[src/rtl/can_core_sequencer_if.sv]
// Host link stream bundle for the CanCore job sequencer.
//
// Ports (modports):
//   master : host side   - drives in_valid/in_data and out_ready
//   slave  : sequencer   - drives in_ready and out_valid/out_data
//
// Handshake: a beat moves on a rising clock edge where valid and ready are
// both 1. The source holds data stable and keeps valid high until that edge.
// The sink may raise or drop ready freely. Neither side may wait for the other
// before asserting its own signal.
interface can_core_sequencer_if #(
  parameter int BEAT_W = 32
);
  logic              in_valid;
  logic              in_ready;
  logic [BEAT_W-1:0] in_data;
  logic              out_valid;
  logic              out_ready;
  logic [BEAT_W-1:0] out_data;

  modport master (
    output in_valid, in_data, out_ready,
    input  in_ready, out_valid, out_data
  );

  modport slave (
    input  in_valid, in_data, out_ready,
    output in_ready, out_valid, out_data
  );
endinterface

[src/rtl/can_core_sequencer.sv]
// Host-side job sequencer for CanCore.
// The sequencer runs one job at a time:
//   1. It loads the program image, one 20-bit word per host beat.
//   2. It loads the data image, one 512-bit word per 16 host beats.
//   3. It pulses the core reset, then pulses io_take.
//   4. It waits for io_halted.
//   5. It streams a window of data memory back to the host, low beat first.
//
// Ports:
//   clock, reset           clock and synchronous active-high reset
//   io_start               job start pulse; latches io_progWords/io_dataWords/
//                          io_dumpBase/io_dumpWords; ignored unless idle
//   io                     host stream bundle (slave side)
//   io_busy / io_done      job in progress / one-cycle end-of-job pulse
//   io_error               sticky run timeout flag
//   core_reset, core_take  CanCore reset and io_take
//   core_halted            CanCore io_halted
//   pm_write_*             programMemory write port
//   dm_write_*             dataMemory write port
//   dm_read_addr/data      dataMemory read port, data one cycle after address
//   dbgState               current FSM state
//
// Optional feature, controlled by the macro CAN_SEQ_TIMEOUT_EN:
//   When the macro is defined, RUN gives up after TIMEOUT cycles without halted.
//   It then sets io_error and goes to DONE without dumping.
module can_core_sequencer #(
  parameter int BEAT_W  = 32,
  parameter int PM_AW   = 7,
  parameter int PM_DW   = 20,
  parameter int DM_AW   = 4,
  parameter int DM_DW   = 512,
  parameter int TIMEOUT = 65535
) (
  input  logic                   clock,
  input  logic                   reset,
  input  logic                   io_start,
  input  logic [PM_AW:0]         io_progWords,
  input  logic [DM_AW:0]         io_dataWords,
  input  logic [DM_AW-1:0]       io_dumpBase,
  input  logic [DM_AW:0]         io_dumpWords,
  can_core_sequencer_if.slave    io,
  output logic                   io_busy,
  output logic                   io_done,
  output logic                   io_error,
  output logic                   core_reset,
  output logic                   core_take,
  input  logic                   core_halted,
  output logic                   pm_write_en,
  output logic [PM_AW-1:0]       pm_write_addr,
  output logic [PM_DW-1:0]       pm_write_data,
  output logic                   dm_write_en,
  output logic [DM_AW-1:0]       dm_write_addr,
  output logic [DM_DW-1:0]       dm_write_data,
  output logic [DM_AW-1:0]       dm_read_addr,
  input  logic [DM_DW-1:0]       dm_read_data,
  output logic [3:0]             dbgState
);

  localparam int BEATS = DM_DW / BEAT_W;
  localparam int BW    = $clog2(BEATS);
  // One counter serves program words, data words and dump words.
  // It is sized for the largest of these counts.
  localparam int CW    = PM_AW + 1;
  localparam logic [BW-1:0] LAST_BEAT = BW'(BEATS - 1);
  localparam logic [CW-1:0] ONE       = CW'(1);

  typedef enum logic [3:0] {
    IDLE      = 4'd0,
    LOAD_PROG = 4'd1,
    LOAD_DATA = 4'd2,
    WRITE_DM  = 4'd3,
    CLEAR     = 4'd4,
    START     = 4'd5,
    RUN       = 4'd6,
    DUMP_RD   = 4'd7,
    DUMP_CAP  = 4'd8,
    DUMP_TX   = 4'd9,
    DONE      = 4'd10
  } seqState_e;

  seqState_e        state;
  logic [PM_AW:0]   progWordsQ;
  logic [DM_AW:0]   dataWordsQ;
  logic [DM_AW-1:0] dumpBaseQ;
  logic [DM_AW:0]   dumpWordsQ;
  logic [CW-1:0]    wordCnt;
  logic [BW-1:0]    beatCnt;
  logic [DM_DW-1:0] dataWord;
  logic [DM_DW-1:0] outWord;
  logic             outValidQ;
`ifdef CAN_SEQ_TIMEOUT_EN
  logic [31:0]      runCnt;
  logic             errorQ;
`endif

  // The status and core-control outputs are pure decodes of the state register.
  // They change only on the clock edge.
  assign io_busy    = (state != IDLE) && (state != DONE);
  assign io_done    = (state == DONE);
  assign core_reset = (state == IDLE) || (state == CLEAR);
  assign core_take  = (state == START);
  assign dbgState   = state;

  // in_ready is low during the WRITE_DM cycle.
  // That cycle commits the assembled word to data memory.
  assign io.in_ready  = (state == LOAD_PROG) || (state == LOAD_DATA);
  assign io.out_valid = outValidQ;
  assign io.out_data  = outWord[beatCnt*BEAT_W +: BEAT_W];

  // A program beat is written in the same cycle it is accepted.
  assign pm_write_en   = (state == LOAD_PROG) && io.in_valid;
  assign pm_write_addr = wordCnt[PM_AW-1:0];
  assign pm_write_data = io.in_data[PM_DW-1:0];

  assign dm_write_en   = (state == WRITE_DM);
  assign dm_write_addr = wordCnt[DM_AW-1:0];
  assign dm_write_data = dataWord;

  // The dump window is DM_AW bits wide, so an address past the top of data
  // memory wraps to address 0.
  assign dm_read_addr  = dumpBaseQ + wordCnt[DM_AW-1:0];

`ifdef CAN_SEQ_TIMEOUT_EN
  assign io_error = errorQ;
`else
  assign io_error = 1'b0;
`endif

  always_ff @(posedge clock) begin
    if (reset) begin
      state      <= IDLE;
      progWordsQ <= '0;
      dataWordsQ <= '0;
      dumpBaseQ  <= '0;
      dumpWordsQ <= '0;
      wordCnt    <= '0;
      beatCnt    <= '0;
      dataWord   <= '0;
      outWord    <= '0;
      outValidQ  <= 1'b0;
`ifdef CAN_SEQ_TIMEOUT_EN
      runCnt     <= '0;
      errorQ     <= 1'b0;
`endif
    end else begin
      case (state)
        IDLE: begin
          if (io_start) begin
            progWordsQ <= io_progWords;
            dataWordsQ <= io_dataWords;
            dumpBaseQ  <= io_dumpBase;
            dumpWordsQ <= io_dumpWords;
            wordCnt    <= '0;
            beatCnt    <= '0;
`ifdef CAN_SEQ_TIMEOUT_EN
            errorQ     <= 1'b0;
`endif
            if (io_progWords != '0)      state <= LOAD_PROG;
            else if (io_dataWords != '0) state <= LOAD_DATA;
            else                         state <= CLEAR;
          end
        end
        LOAD_PROG: begin
          if (io.in_valid) begin
            if (wordCnt + ONE == progWordsQ) begin
              wordCnt <= '0;
              state   <= (dataWordsQ != '0) ? LOAD_DATA : CLEAR;
            end else begin
              wordCnt <= wordCnt + ONE;
            end
          end
        end
        LOAD_DATA: begin
          if (io.in_valid) begin
            dataWord[beatCnt*BEAT_W +: BEAT_W] <= io.in_data;
            if (beatCnt == LAST_BEAT) begin
              beatCnt <= '0;
              state   <= WRITE_DM;
            end else begin
              beatCnt <= beatCnt + 1'b1;
            end
          end
        end
        WRITE_DM: begin
          if (wordCnt + ONE == CW'(dataWordsQ)) begin
            wordCnt <= '0;
            state   <= CLEAR;
          end else begin
            wordCnt <= wordCnt + ONE;
            state   <= LOAD_DATA;
          end
        end
        // This one-cycle core reset clears any halted flag left over from an
        // earlier job.
        CLEAR: state <= START;
        START: begin
`ifdef CAN_SEQ_TIMEOUT_EN
          runCnt <= '0;
`endif
          state <= RUN;
        end
        RUN: begin
          if (core_halted) begin
            state <= (dumpWordsQ != '0) ? DUMP_RD : DONE;
`ifdef CAN_SEQ_TIMEOUT_EN
          end else if (runCnt == 32'(TIMEOUT - 1)) begin
            errorQ <= 1'b1;
            state  <= DONE;
          end else begin
            runCnt <= runCnt + 32'd1;
`endif
          end
        end
        // Memory samples dm_read_addr at the end of DUMP_RD.
        // The read data is then valid throughout DUMP_CAP.
        DUMP_RD: state <= DUMP_CAP;
        DUMP_CAP: begin
          outWord   <= dm_read_data;
          outValidQ <= 1'b1;
          beatCnt   <= '0;
          state     <= DUMP_TX;
        end
        DUMP_TX: begin
          if (io.out_ready) begin
            if (beatCnt == LAST_BEAT) begin
              beatCnt   <= '0;
              outValidQ <= 1'b0;
              if (wordCnt + ONE == CW'(dumpWordsQ)) begin
                wordCnt <= '0;
                state   <= DONE;
              end else begin
                wordCnt <= wordCnt + ONE;
                state   <= DUMP_RD;
              end
            end else begin
              beatCnt <= beatCnt + 1'b1;
            end
          end
        end
        DONE:    state <= IDLE;
        default: state <= IDLE;
      endcase
    end
  end

endmodule
[src/flat_wrapper.sv]
// flat-port wrapper written by rule: the top's interface ports become plain ports
module can_core_sequencer_flat 
#(
  parameter int BEAT_W  = 32,
  parameter int PM_AW   = 7,
  parameter int PM_DW   = 20,
  parameter int DM_AW   = 4,
  parameter int DM_DW   = 512,
  parameter int TIMEOUT = 65535
)
  (clock, reset, io_start, io_progWords, io_dataWords, io_dumpBase, io_dumpWords, io_busy, io_done, io_error, core_reset, core_take, core_halted, pm_write_en, pm_write_addr, pm_write_data, dm_write_en, dm_write_addr, dm_write_data, dm_read_addr, dm_read_data, dbgState, io_in_valid, io_in_data, io_out_ready, io_in_ready, io_out_valid, io_out_data);
  can_core_sequencer_if #(.BEAT_W(BEAT_W)) io_i ();
  input  logic clock;
  input  logic reset;
  input  logic io_start;
  input  logic [PM_AW:0] io_progWords;
  input  logic [DM_AW:0] io_dataWords;
  input  logic [DM_AW-1:0] io_dumpBase;
  input  logic [DM_AW:0] io_dumpWords;
  output logic io_busy;
  output logic io_done;
  output logic io_error;
  output logic core_reset;
  output logic core_take;
  input  logic core_halted;
  output logic pm_write_en;
  output logic [PM_AW-1:0] pm_write_addr;
  output logic [PM_DW-1:0] pm_write_data;
  output logic dm_write_en;
  output logic [DM_AW-1:0] dm_write_addr;
  output logic [DM_DW-1:0] dm_write_data;
  output logic [DM_AW-1:0] dm_read_addr;
  input  logic [DM_DW-1:0] dm_read_data;
  output logic [3:0] dbgState;
  input wire logic [$bits(io_i.in_valid)-1:0] io_in_valid;
  input wire logic [$bits(io_i.in_data)-1:0] io_in_data;
  input wire logic [$bits(io_i.out_ready)-1:0] io_out_ready;
  output wire logic [$bits(io_i.in_ready)-1:0] io_in_ready;
  output wire logic [$bits(io_i.out_valid)-1:0] io_out_valid;
  output wire logic [$bits(io_i.out_data)-1:0] io_out_data;
  assign io_i.in_valid = io_in_valid;
  assign io_i.in_data = io_in_data;
  assign io_i.out_ready = io_out_ready;
  assign io_in_ready = io_i.in_ready;
  assign io_out_valid = io_i.out_valid;
  assign io_out_data = io_i.out_data;
  can_core_sequencer #(.BEAT_W(BEAT_W), .PM_AW(PM_AW), .PM_DW(PM_DW), .DM_AW(DM_AW), .DM_DW(DM_DW), .TIMEOUT(TIMEOUT)) u_core (.clock(clock), .reset(reset), .io_start(io_start), .io_progWords(io_progWords), .io_dataWords(io_dataWords), .io_dumpBase(io_dumpBase), .io_dumpWords(io_dumpWords), .io(io_i), .io_busy(io_busy), .io_done(io_done), .io_error(io_error), .core_reset(core_reset), .core_take(core_take), .core_halted(core_halted), .pm_write_en(pm_write_en), .pm_write_addr(pm_write_addr), .pm_write_data(pm_write_data), .dm_write_en(dm_write_en), .dm_write_addr(dm_write_addr), .dm_write_data(dm_write_data), .dm_read_addr(dm_read_addr), .dm_read_data(dm_read_data), .dbgState(dbgState));
endmodule
[config.mk]
export PLATFORM = sky130hd
export DESIGN_NAME = can_core_sequencer_flat
export DESIGN_NICKNAME = d
export VERILOG_FILES = /design/src/rtl/can_core_sequencer_if.sv /design/src/rtl/can_core_sequencer.sv /design/src/flat_wrapper.sv
export SDC_FILE = /design/constraint.sdc
export NUM_CORES = 2
export LEC_CHECK = 0
export ABC_AREA = 1
export ABC_CLOCK_PERIOD_IN_PS = 3700
export CELL_PAD_IN_SITES_DETAIL_PLACEMENT = 1
export CELL_PAD_IN_SITES_GLOBAL_PLACEMENT = 2
export CORE_AREA = 2 2 456 458
export DETAILED_ROUTE_END_ITERATION = 8
export DIE_AREA = 0 0 458 460
export PLACE_DENSITY = 0.66
export SYNTH_ARGS = -nofsm -noshare
export SYNTH_HDL_FRONTEND = slang
export SYNTH_SLANG_ARGS = --single-unit
[constraint.sdc]
create_clock -name clock -period 3.7 [get_ports clock]
set_input_delay 0.74 -clock clock [delete_from_list [all_inputs] [get_ports clock]]
set_output_delay 0.74 -clock clock [all_outputs]
set_load 0.005 [all_outputs]
==> reports/metrics.yaml <==
status:
  outcome: "finished with violations"
  violations: "setup timing"
clock_network:
  buffer_cell_driving_the_clock_tree_root: "clkbuf_16"
  cts.reportedPaths.clkPinSlew_ps: 60
  clock_sinks: 1063
  numCtsBuffers: 134
  clock_latency_late_sink_ps: 830
  maximum_clock_insertion_buffer_count: 3
  clock_tree_from_tritoncts: "done"
  cts_hold_buf: 0
  htreeDepth: 4
grt:
  largest_net_degree_at_the_start_of_global_routing: 189
  grt_use_met1_pct: 31.2
  gr-usage-all-layers_pct: 24.7
  gr-usage-met3_pct: 4.56
  gr_overflow_total: 0
  antenna_found_initial: 65
  grt_pass1_vias: 47900
  grt_pass1_wl_um: 376000
  busiest_layer: "met2"
  met2_usage_pct: 41.0
final_layout:
  sequential_cell_area_um2: 21300
  fillerInstances: 24500
  post_route_cells_drive_above_1_share_pct: 8.23
  combined_area_of_the_multi_input_logic_cells_um2: 20200
  final-instance-count-excl-fill: 9793
  finish.utilization_pct: 31.2
  syn_to_final_growth_pct: 47.6
  layout.nets: 7545
sta:
  rsz0062_at_grt: "true"
  number_of_max_slew_violations_in_the_final_report: 0
  timing.final.setup_violations: 8
  fmax_mhz: 264
  setup_tns_ps: -355
  max_slew.worst_pin.slew_ps: 1220
  layout_worst_path_cycle_share_pct: 102
  hold_viol_final: 0
  setup_ws_ps: -88.4
  skew_ps: 29.0
  timing.final.crit_period_ps: 3790
  slew_headroom_pct: 18.3
detailed_routing:
  avgRoutedWirePerCell_um: 27.8
  routed_wirelength_um: 272000
  vias_per_cell: 4.88
  antenna_violating_nets_post_route: 0
  post_route_drc_violation_count: 0
  via_count: 47800
  dr.pass1.iters: 5
  detailedRoute.firstIterationViolations: 3549
critical_path:
  worst_setup_path_startpoint: "u_core.beatCnt[1]"
  rr_startpoint: "u_core.beatCnt[1]"
  critPathKind: "flip-flop to output port"
  worstPathArrival_ps: 3050
  start_kind: "flip-flop"
  critical_path_end_type: "output port"
  cp.required_ps: 2960
  worstPathMaxFanout: 22
synth:
  synth-warning-count: 0
  syn_area_per_cell_um2: 7.26
  synth_ff_type: "dfxtp_1"
  synth_cells: 6003
  synth_largest_type_area_fraction_pct: 48.8
  synth.lib_cells_used.distinct: 35
  synth.yosys.seq_area_share_pct: 48.8
  synth.cells.most_frequent: "1719 x nor2_1, 1072 x o21ai_0, 1063 x dfxtp_1"
  yosys.cell_count.top_type: "nor2_1"
  synthDominantAreaCellType: "dfxtp_1"
  postSynthRegisterBits: 1063
  post_synth_main_area_contributors: "dfxtp_1 49%, nor2_1 15%, o21ai_0 12%"
  synth.cell_area_um2: 43600
  ys_async_sr_fraction_pct: 0
  synth-edff-count: 0
  syn_nets: 6586
floorplan:
  initial_core_utilization_pct: 21.2
  fp-row-count: 167
  fp.dieH_um: 460
  die-width_um: 458
  fp.dieArea_um2: 211000
  io-pin-count: 1164
  coreArea_um2: 206000
place:
  dpl.cell_count: 9478
  place.port_buffers: 1162
  place_congestion: 0.900
  dp.final_hpwl_um: 199000
hold_path:
  hold_path.class: "input pin to flip-flop"
  worstHoldStart: "reset"
job:
  max_cap_viol_count: 0
power:
  powerDensity_nw_per_um2: 591
  peakVddDrop_mv: 0.675
  power.leakage_nw: 25.1
==> through the flow <==
| stage | total power, W | hold WS [ps] | area, µm² | setup slack [ps] |
|---|---|---|---|---|
| 2_1_floorplan | 0.0173 | 440 | 43600 | 840 |
| 3_3_place_gp | 0.0229 | 432 | 58200 | -106 |
| 3_5_place_dp | 0.0230 | 439 | 58200 | -140 |
| 4_1_cts | 0.0382 | 202 | 64100 | -158 |
| 5_1_grt | 0.0394 | 251 | 64300 | -58.6 |
| 6_report | 0.0380 | 276 | 64400 | -88.4 |
==> cell families after synthesis <==
kind of cell    Yosys count  share of synthesized area, %
compound gates         1739                          21.2
xor+xnor                  3                        0.0603
fa+ha+maj                11                         0.333
buf+inv                 720                          6.62
flops                  1063                          48.8
other cells               1                       0.00860
simple gates           2466                          22.9
==> critical path, cell delays in order (launching register included) <==
cell,delay [ps]
dfxtp_4,410
bufbuf_16,340
o21ai_1,90
o22ai_1,120
o211ai_1,750
nand3_2,300
buf_2,220
==> layout make-up <==
class / count / share of cell area [%]
Antenna cell: 29 / 0.113
Clock buffer: 194 / 6.11
Clock inverter: 40 / 0.838
Inverter: 164 / 1.05
Multi-Input combinational cell: 4220 / 31.3
Sequential cell: 1063 / 33.1
Tap cell: 2704 / 5.26
Timing Repair Buffer: 1375 / 22.2
Timing Repair inverter: 4 / 0.0680
==> layout by cell type (no fill, tap or decap), types with 25 or more instances in the layout <==
master           netlist  layout
clkbuf_16              0     138
dfxtp_1             1063    1060
o221ai_1              51      32
nand3_2                0      25
buf_12                 0      39
clkbuf_1             458      28
clkdlybuf4s50_1        0    1133
nor3_1               289     288
a31oi_1              163     163
o21ai_0             1072    1041
diode_2                0      29
inv_1                148     145
a21oi_1              348     348
o22ai_1               77      65
buf_4                 32     145
clkbuf_8               0      29
nand3_1              212     169
nand2_1              221     216
nor2_1              1719    1704
==> final timing paths <==
check / to / slack [ps] / depth (start not counted)
max: io_out_data[22] / -90 / 6
min: u_core.io.out_valid / 280 / 2
max reg2reg: u_core.dm_write_data[417] / 260 / 10
min reg2reg: u_core.dm_write_data[25] / 440 / 2
==> sequential cells by signal (all words and copies together), names as in the netlist, 5 cells and up <==
register / cells
u_core.outWord: 512
u_core.dumpWordsQ: 5
u_core.progWordsQ: 8
u_core.dm_write_data: 512
u_core.dataWordsQ: 5
u_core.wordCnt: 8
==> power breakdown <==
| group | switching [W] | leakage (nW) | total (W) | internal (W) |
|---|---|---|---|---|
| Clock | 0.00568 | 2.20 | 0.0136 | 0.00792 |
| Sequential | 0.000145 | 8.57 | 0.0117 | 0.0116 |
| Combinational | 0.00877 | 14.3 | 0.0127 | 0.00395 |
| Total | 0.0146 | 25.1 | 0.0380 | 0.0235 |
==> routing by layer <==
layer  share of wire [%]  vias to the layer above
met1                  43                    23600
li1                    -                    22200
met3                 5.5                      370
met5               0.073                        -
met4                 3.9                       32
met2                  48                     1618
==> repair_timing <==
action / CTS / global route
gates resized for setup: 221 / 34
setup endpoints to repair: 64 / 44
buffers inserted: 30 / 1
cloned: 19 / 2
pin swaps: 55 / 16
Power figures use the tool's default switching activity.
